### config.mk
export PLATFORM = sky130hd
export DESIGN_NAME = multi_cycle_ctrl_flat
export DESIGN_NICKNAME = d
export VERILOG_FILES = /design/src/rtl/multi_cycle_ctrl_if.sv /design/src/rtl/multi_cycle_ctrl.sv /design/src/flat_wrapper.sv
export SDC_FILE = /design/constraint.sdc
export NUM_CORES = 1
export LEC_CHECK = 0
export ABC_AREA = 1
export BUFFER_PORTS_ARGS = -buffer_cell sky130_fd_sc_hd__buf_2
export CAP_MARGIN = 5
export CORE_ASPECT_RATIO = 0.5
export CORE_MARGIN = 3
export CORE_UTILIZATION = 59
export CTS_CLUSTER_SIZE = 24
export DETAILED_ROUTE_END_ITERATION = 12
export GPL_TIMING_DRIVEN = 0
export HOLD_SLACK_MARGIN = 0.1
export PLACE_DENSITY = 0.86
export SYNTH_ARGS = -nofsm -noshare
export SYNTH_HDL_FRONTEND = slang
export SYNTH_SLANG_ARGS = --single-unit
### constraint.sdc
create_clock -name clk -period 3.9 [get_ports clk]
set_input_delay 0.195 -clock clk [delete_from_list [all_inputs] [get_ports clk]]
set_output_delay 0.195 -clock clk [all_outputs]
set_load 0.1 [all_outputs]
### src/rtl/multi_cycle_ctrl_if.sv
// Control bundle between the multi-cycle controller and its MIPS datapath.
// master = controller side, slave = datapath side.
interface multi_cycle_ctrl_if #(
    parameter int CNT_W = 32
);
    logic [5:0]       op;
    logic [5:0]       funct;
    logic             zero;
    logic             mem_ready;
    logic             iord;
    logic             mem_write;
    logic             ir_write;
    logic             reg_dst;
    logic             mem_to_reg;
    logic             reg_write;
    logic             alu_src_a;
    logic [1:0]       alu_src_b;
    logic [1:0]       pc_src;
    logic             pc_en;
    logic [2:0]       alu_ctrl_sig;
    logic             illegal;
    logic [CNT_W-1:0] retired;

    modport master (
        input  op, funct, zero, mem_ready,
        output iord, mem_write, ir_write, reg_dst, mem_to_reg,
        output reg_write, alu_src_a, alu_src_b, pc_src, pc_en,
        output alu_ctrl_sig, illegal, retired
    );

    modport slave (
        output op, funct, zero, mem_ready,
        input  iord, mem_write, ir_write, reg_dst, mem_to_reg,
        input  reg_write, alu_src_a, alu_src_b, pc_src, pc_en,
        input  alu_ctrl_sig, illegal, retired
    );
endinterface

### src/rtl/multi_cycle_ctrl.sv
// Moore FSM sequencing the shared-memory multi-cycle MIPS datapath.
// Optional macro MULTI_CYCLE_CTRL_BNE_EN routes bne through BRANCH.
module multi_cycle_ctrl #(
    parameter int CNT_W = 32
) (
    input logic                clk,
    input logic                reset,
    multi_cycle_ctrl_if.master bus
);
    typedef enum logic [3:0] {
        FETCH, DECODE, MEMADR, MEMRD, MEMWB, MEMWR,
        EXEC, ALUWB, BRANCH, ADDIEX, ADDIWB, JUMP
    } state_t;

    localparam logic [5:0] OP_RTYPE = 6'b000000;
    localparam logic [5:0] OP_LW    = 6'b100011;
    localparam logic [5:0] OP_SW    = 6'b101011;
    localparam logic [5:0] OP_BEQ   = 6'b000100;
    localparam logic [5:0] OP_ADDI  = 6'b001000;
    localparam logic [5:0] OP_J     = 6'b000010;
`ifdef MULTI_CYCLE_CTRL_BNE_EN
    localparam logic [5:0] OP_BNE   = 6'b000101;
`endif

    localparam logic [5:0] FN_ADD = 6'b100000;
    localparam logic [5:0] FN_SUB = 6'b100010;
    localparam logic [5:0] FN_AND = 6'b100100;
    localparam logic [5:0] FN_OR  = 6'b100101;
    localparam logic [5:0] FN_SLT = 6'b101010;

    state_t state, state_next;

    logic is_lw, is_sw, is_rtype, is_beq, is_bne, is_addi, is_j;
    logic op_ok, funct_ok;

    logic       iord, mem_write, ir_write, reg_dst, mem_to_reg;
    logic       reg_write, alu_src_a, pc_write, branch, branch_take;
    logic [1:0] alu_src_b, pc_src, alu_op;
    logic [2:0] alu_ctrl;

    logic             retire, illegal_set;
    logic             illegal_q;
    logic [CNT_W-1:0] retired_q;

    // classify the opcode held in the instruction register
    always_comb begin
        is_lw    = (bus.op == OP_LW);
        is_sw    = (bus.op == OP_SW);
        is_rtype = (bus.op == OP_RTYPE);
        is_beq   = (bus.op == OP_BEQ);
        is_addi  = (bus.op == OP_ADDI);
        is_j     = (bus.op == OP_J);
`ifdef MULTI_CYCLE_CTRL_BNE_EN
        is_bne   = (bus.op == OP_BNE);
`else
        is_bne   = 1'b0;
`endif
        op_ok = is_lw | is_sw | is_rtype | is_beq
              | is_bne | is_addi | is_j;
    end

    // R-type functions the ALU supports
    always_comb begin
        funct_ok = (bus.funct == FN_ADD) | (bus.funct == FN_SUB)
                 | (bus.funct == FN_AND) | (bus.funct == FN_OR)
                 | (bus.funct == FN_SLT);
    end

    // state register, reset returns straight to FETCH
    always_ff @(posedge clk or posedge reset) begin
        if (reset) begin
            state <= FETCH;
        end else begin
            state <= state_next;
        end
    end

    // next-state sequencing
    always_comb begin
        state_next = state;
        unique case (state)
            FETCH: begin
                if (bus.mem_ready) state_next = DECODE;
            end
            DECODE: begin
                unique case (1'b1)
                    is_lw, is_sw:   state_next = MEMADR;
                    is_rtype:       state_next = EXEC;
                    is_beq, is_bne: state_next = BRANCH;
                    is_addi:        state_next = ADDIEX;
                    is_j:           state_next = JUMP;
                    default:        state_next = FETCH;
                endcase
            end
            MEMADR: state_next = is_sw ? MEMWR : MEMRD;
            MEMRD: begin
                if (bus.mem_ready) state_next = MEMWB;
            end
            MEMWB: state_next = FETCH;
            MEMWR: begin
                if (bus.mem_ready) state_next = FETCH;
            end
            EXEC:   state_next = funct_ok ? ALUWB : FETCH;
            ALUWB:  state_next = FETCH;
            BRANCH: state_next = FETCH;
            ADDIEX: state_next = ADDIWB;
            ADDIWB: state_next = FETCH;
            JUMP:   state_next = FETCH;
            default: state_next = FETCH;
        endcase
    end

    // Moore output decode; only FETCH strobes look at mem_ready
    always_comb begin
        iord       = 1'b0;
        mem_write  = 1'b0;
        ir_write   = 1'b0;
        reg_dst    = 1'b0;
        mem_to_reg = 1'b0;
        reg_write  = 1'b0;
        alu_src_a  = 1'b0;
        alu_src_b  = 2'b00;
        pc_src     = 2'b00;
        alu_op     = 2'b00;
        pc_write   = 1'b0;
        branch     = 1'b0;
        unique case (state)
            FETCH: begin
                alu_src_b = 2'b01;
                ir_write  = bus.mem_ready;
                pc_write  = bus.mem_ready;
            end
            DECODE: begin
                alu_src_b = 2'b11;
            end
            MEMADR: begin
                alu_src_a = 1'b1;
                alu_src_b = 2'b10;
            end
            MEMRD: begin
                iord = 1'b1;
            end
            MEMWB: begin
                mem_to_reg = 1'b1;
                reg_write  = 1'b1;
            end
            MEMWR: begin
                iord      = 1'b1;
                mem_write = 1'b1;
            end
            EXEC: begin
                alu_src_a = 1'b1;
                alu_op    = 2'b10;
            end
            ALUWB: begin
                reg_dst   = 1'b1;
                reg_write = 1'b1;
            end
            BRANCH: begin
                alu_src_a = 1'b1;
                alu_op    = 2'b01;
                pc_src    = 2'b01;
                branch    = 1'b1;
            end
            ADDIEX: begin
                alu_src_a = 1'b1;
                alu_src_b = 2'b10;
            end
            ADDIWB: begin
                reg_write = 1'b1;
            end
            JUMP: begin
                pc_src   = 2'b10;
                pc_write = 1'b1;
            end
            default: begin
                alu_src_b = 2'b01;
            end
        endcase
    end

    // ALU operation select
    always_comb begin
        alu_ctrl = 3'b010;
        unique case (alu_op)
            2'b00: alu_ctrl = 3'b010;
            2'b01: alu_ctrl = 3'b110;
            2'b10: begin
                unique case (bus.funct)
                    FN_ADD:  alu_ctrl = 3'b010;
                    FN_SUB:  alu_ctrl = 3'b110;
                    FN_AND:  alu_ctrl = 3'b000;
                    FN_OR:   alu_ctrl = 3'b001;
                    FN_SLT:  alu_ctrl = 3'b111;
                    default: alu_ctrl = 3'b010;
                endcase
            end
            default: alu_ctrl = 3'b010;
        endcase
    end

    // branch condition: bne inverts the zero test
    always_comb begin
        if (is_bne) begin
            branch_take = branch & ~bus.zero;
        end else begin
            branch_take = branch & bus.zero;
        end
    end

    // retirement and illegal-decode detection
    always_comb begin
        retire = (state_next == FETCH)
               & (state inside {MEMWB, MEMWR, ALUWB,
                                BRANCH, ADDIWB, JUMP});
        illegal_set = ((state == DECODE) & ~op_ok)
                    | ((state == EXEC) & ~funct_ok);
    end

    // retired counter and one-cycle illegal pulse
    always_ff @(posedge clk or posedge reset) begin
        if (reset) begin
            retired_q <= '0;
            illegal_q <= 1'b0;
        end else begin
            if (retire) retired_q <= retired_q + CNT_W'(1);
            illegal_q <= illegal_set;
        end
    end

    // drive the bundle; enables are held low while reset is high
    assign bus.iord         = iord;
    assign bus.mem_write    = mem_write & ~reset;
    assign bus.ir_write     = ir_write & ~reset;
    assign bus.reg_dst      = reg_dst;
    assign bus.mem_to_reg   = mem_to_reg;
    assign bus.reg_write    = reg_write & ~reset;
    assign bus.alu_src_a    = alu_src_a;
    assign bus.alu_src_b    = alu_src_b;
    assign bus.pc_src       = pc_src;
    assign bus.pc_en        = (pc_write | branch_take) & ~reset;
    assign bus.alu_ctrl_sig = alu_ctrl;
    assign bus.illegal      = illegal_q;
    assign bus.retired      = retired_q;
endmodule

### src/flat_wrapper.sv
// flat-port wrapper written by rule: the top's interface ports become plain ports
module multi_cycle_ctrl_flat 
#(
    parameter int CNT_W = 32
)
  (clk, reset, bus_op, bus_funct, bus_zero, bus_mem_ready, bus_iord, bus_mem_write, bus_ir_write, bus_reg_dst, bus_mem_to_reg, bus_reg_write, bus_alu_src_a, bus_alu_src_b, bus_pc_src, bus_pc_en, bus_alu_ctrl_sig, bus_illegal, bus_retired);
  multi_cycle_ctrl_if #(.CNT_W(CNT_W)) bus_i ();
  input logic clk;
  input logic reset;
  input wire logic [$bits(bus_i.op)-1:0] bus_op;
  input wire logic [$bits(bus_i.funct)-1:0] bus_funct;
  input wire logic [$bits(bus_i.zero)-1:0] bus_zero;
  input wire logic [$bits(bus_i.mem_ready)-1:0] bus_mem_ready;
  output wire logic [$bits(bus_i.iord)-1:0] bus_iord;
  output wire logic [$bits(bus_i.mem_write)-1:0] bus_mem_write;
  output wire logic [$bits(bus_i.ir_write)-1:0] bus_ir_write;
  output wire logic [$bits(bus_i.reg_dst)-1:0] bus_reg_dst;
  output wire logic [$bits(bus_i.mem_to_reg)-1:0] bus_mem_to_reg;
  output wire logic [$bits(bus_i.reg_write)-1:0] bus_reg_write;
  output wire logic [$bits(bus_i.alu_src_a)-1:0] bus_alu_src_a;
  output wire logic [$bits(bus_i.alu_src_b)-1:0] bus_alu_src_b;
  output wire logic [$bits(bus_i.pc_src)-1:0] bus_pc_src;
  output wire logic [$bits(bus_i.pc_en)-1:0] bus_pc_en;
  output wire logic [$bits(bus_i.alu_ctrl_sig)-1:0] bus_alu_ctrl_sig;
  output wire logic [$bits(bus_i.illegal)-1:0] bus_illegal;
  output wire logic [$bits(bus_i.retired)-1:0] bus_retired;
  assign bus_i.op = bus_op;
  assign bus_i.funct = bus_funct;
  assign bus_i.zero = bus_zero;
  assign bus_i.mem_ready = bus_mem_ready;
  assign bus_iord = bus_i.iord;
  assign bus_mem_write = bus_i.mem_write;
  assign bus_ir_write = bus_i.ir_write;
  assign bus_reg_dst = bus_i.reg_dst;
  assign bus_mem_to_reg = bus_i.mem_to_reg;
  assign bus_reg_write = bus_i.reg_write;
  assign bus_alu_src_a = bus_i.alu_src_a;
  assign bus_alu_src_b = bus_i.alu_src_b;
  assign bus_pc_src = bus_i.pc_src;
  assign bus_pc_en = bus_i.pc_en;
  assign bus_alu_ctrl_sig = bus_i.alu_ctrl_sig;
  assign bus_illegal = bus_i.illegal;
  assign bus_retired = bus_i.retired;
  multi_cycle_ctrl #(.CNT_W(CNT_W)) u_core (.clk(clk), .reset(reset), .bus(bus_i));
endmodule
==> results.cfg <==
[outcome]
outcome = complete, no violations

[clock_network]
cts.sinks = 37
cts.htree.levels = 2
cts_tree = yes
cts_hold_buf = 0
cts_resized = 0
clk_pin_slew_worst_paths_ns = 0.08
clk_latency_ns = 0.30
clockRootBuffer = clkbuf_8
cts_setup_buffers = 0
cts_buffer_depth = 2
cts-buffers-inserted = 5

[yosys]
synth_nets = 475
synthArstFlopShare = 1.00
synth_top_area_cell = dfrtp_1
yosys-top-cells-area = dfrtp_1 32%, nand2_1 24%, nor2_1 10%
synth_top_area_share = 0.322
synth_common_cells = 187 x nand2_1, 78 x nor2_1, 37 x dfrtp_1, 37 x nand3_1, 33 x inv_1
ys_ff_latch = 37
ys_seq_area_frac = 0.322
ys.flop_type = dfrtp_1
synth_most_common_cell = nand2_1
synth_edf_count = 0
yosys_warnings = 0
synth_area_sq_um = 2870
synthCells = 456
ys_types = 30
syn_avg_cell_area_sq_um = 6.30

[grt]
grt_pass1_wl_um = 13200
grt_max_degree = 39
antenna_found_initial = 0
grt_pass1_vias = 2845
grt_usage = 0.279
grt_overflow = 0

[sta]
setup_violations = 0
maxSlewViolCount = 0
hold_viol_final = 0
worst_clock_skew_ns = 0.00881
setup_tns_ns = 0
worst_pin_slew_ns = 0.834
period_share = 0.612
relSlewSlack = 0.443
period_needed_ns = 2.39
holdWs_ns = 0.0850
max_freq_mhz = 419
grt_setup_unrepaired = no

[detailed_routing]
drc = 0
vias_per_cell = 5.22
drt_iter0_drc = 242
firstDrtPassIters = 5
detail-route-antenna-nets = 0
wl_um = 7850
wire_per_inst_um = 13.2
vias = 3095

[floorplan]
fp.dieW_um = 105
die_h_um = 55.3
dieArea_sq_um = 5790
start_util = 0.631
rows = 17
ioPinCount = 64
core_sq_um = 4550

[job]
maxCapViolCount = 0

[power]
ir_drop_v = 0.000293
intPower_mw = 0.703
pwr-share-comb = 0.361
sw_frac_of_total = 0.444
power_density_nw_per_um2 = 372
p_clk_frac = 0.285
p_leak_nw = 1.86
seqPwrFrac = 0.354
netSwitchingPower_mw = 0.561

[setup_path]
cp_slowest_cell = dfrtp_1
cp_max_fo = 5
criticalPathCategory = reg -> out
path_cells = inv_2 -> nand2_1 -> nor2_2 -> inv_1 -> ha_1 -> a41o_1 -> inv_1 -> nand2_1 -> buf_2
required_ns = 3.70
endpoint_kind = output pin
slowest_delay_ns = 0.45
worstPathArrival_ns = 2.19
critPathTopFamily = buffers and inverters
regToRegSetupSlack_ns = 1.97
worst-path-buf-inv = 4
cp-start-kind = register

[hold_path]
hold_class = in -> async

[placed_design]
hpwl_um = 5970
port_buffers = 63
gp_congestion = 0.899

[finish]
final_nets = 545
syn_to_final_growth_pct = 18.1
antenna_cells = 0
final_util = 0.745
fill_cells = 410
drive_gt1_frac = 0.176
[flip-flops by register name, summed over array words and instances, names as in the netlist]
signal,cells
u_core.bus.retired,32
u_core.state,4
u_core.bus.illegal,1
[layout by cell type (no fill, tap or decap), drive strengths merged]
master / synthesis / routed
inv: 36 / 36
o21a: 1 / 1
nand4: 12 / 12
dfrtp: 37 / 37
nor3: 1 / 1
bufinv: 0 / 1
xor2: 11 / 11
o22ai: 1 / 1
nand3b: 15 / 15
a211o: 1 / 1
a21oi: 6 / 6
clkinvlp: 0 / 1
and2: 1 / 1
nor2: 82 / 82
o21ai: 5 / 5
buf: 6 / 69
ha: 3 / 3
nand3: 38 / 38
a41o: 1 / 1
xnor2: 4 / 4
nand2: 192 / 192
clkbuf: 3 / 9
[cell families after synthesis]
logic type,share of synthesized area
buffers and inverters,0.0697
AO/OA/AOI/OAI,0.0353
flip-flops,0.322
AND/OR/NAND/NOR,0.514
adder cells (fa/ha/maj),0.0131
XOR/XNOR,0.0457
[layout make-up]
class,count,area (sq um),area share
Multi-Input combinational cell,374,1750,0.515
Sequential cell,37,926,0.273
Timing Repair Buffer,63,315,0.0929
Inverter,36,135,0.0398
Clock buffer,6,82.6,0.0243
Tap cell,66,82.6,0.0243
Buffer,9,65.1,0.0192
Clock inverter,2,37.5,0.0111
[final timing paths]
kind	startpoint	end	cells after the start
max	u_core.state[2]$_DFF_PP0_	bus_alu_ctrl_sig[1]	9
min	reset	u_core.state[0]$_DFF_PP0_	2
max reg2reg	u_core.bus.retired[0]$_DFFE_PP0P_	u_core.bus.retired[16]$_DFFE_PP0P_	8
min reg2reg	u_core.bus.retired[1]$_DFFE_PP0P_	u_core.bus.retired[1]$_DFFE_PP0P_	2
max in group asynchronous	reset	u_core.bus.retired[31]$_DFFE_PP0P_	2
min in group clk	bus_mem_ready	u_core.state[0]$_DFF_PP0_	4
[metal layers]
metal / GRT usage / vias to the layer above / wire [um]
li1: - / 1574 / -
met1: 0.380 / 1379 / 3580
met5: 0 / - / 0
met2: 0.444 / 131 / 3460
met3: 0.0595 / 11 / 698
met4: 0.0953 / 0 / 106
[power by group through the flow]
stage | clock network [mW] | registers, mW | logic [mW]
after floorplan | 0 | 0.598 | 0.223
after global placement | 0 | 0.453 | 0.446
after detailed placement | 0 | 0.455 | 0.454
after CTS | 0.363 | 0.447 | 0.455
after global routing | 0.384 | 0.453 | 0.482
final | 0.360 | 0.448 | 0.456
[metrics by stage]
| stage | instance area, sq um | setup WS [ns] | power, mW | cells |
|---|---|---|---|---|
| floorplan | 2880 | 0.234 | 0.821 | 456 |
| global placement | 3270 | 1.64 | 0.898 | 585 |
| detailed placement | 3270 | 1.84 | 0.909 | 585 |
| CTS | 3390 | 1.52 | 1.26 | 593 |
| global route | 3390 | 1.33 | 1.32 | 593 |
| finish | 3390 | 1.51 | 1.26 | 593 |
Note: power is estimated with default switching activity, not from simulation.
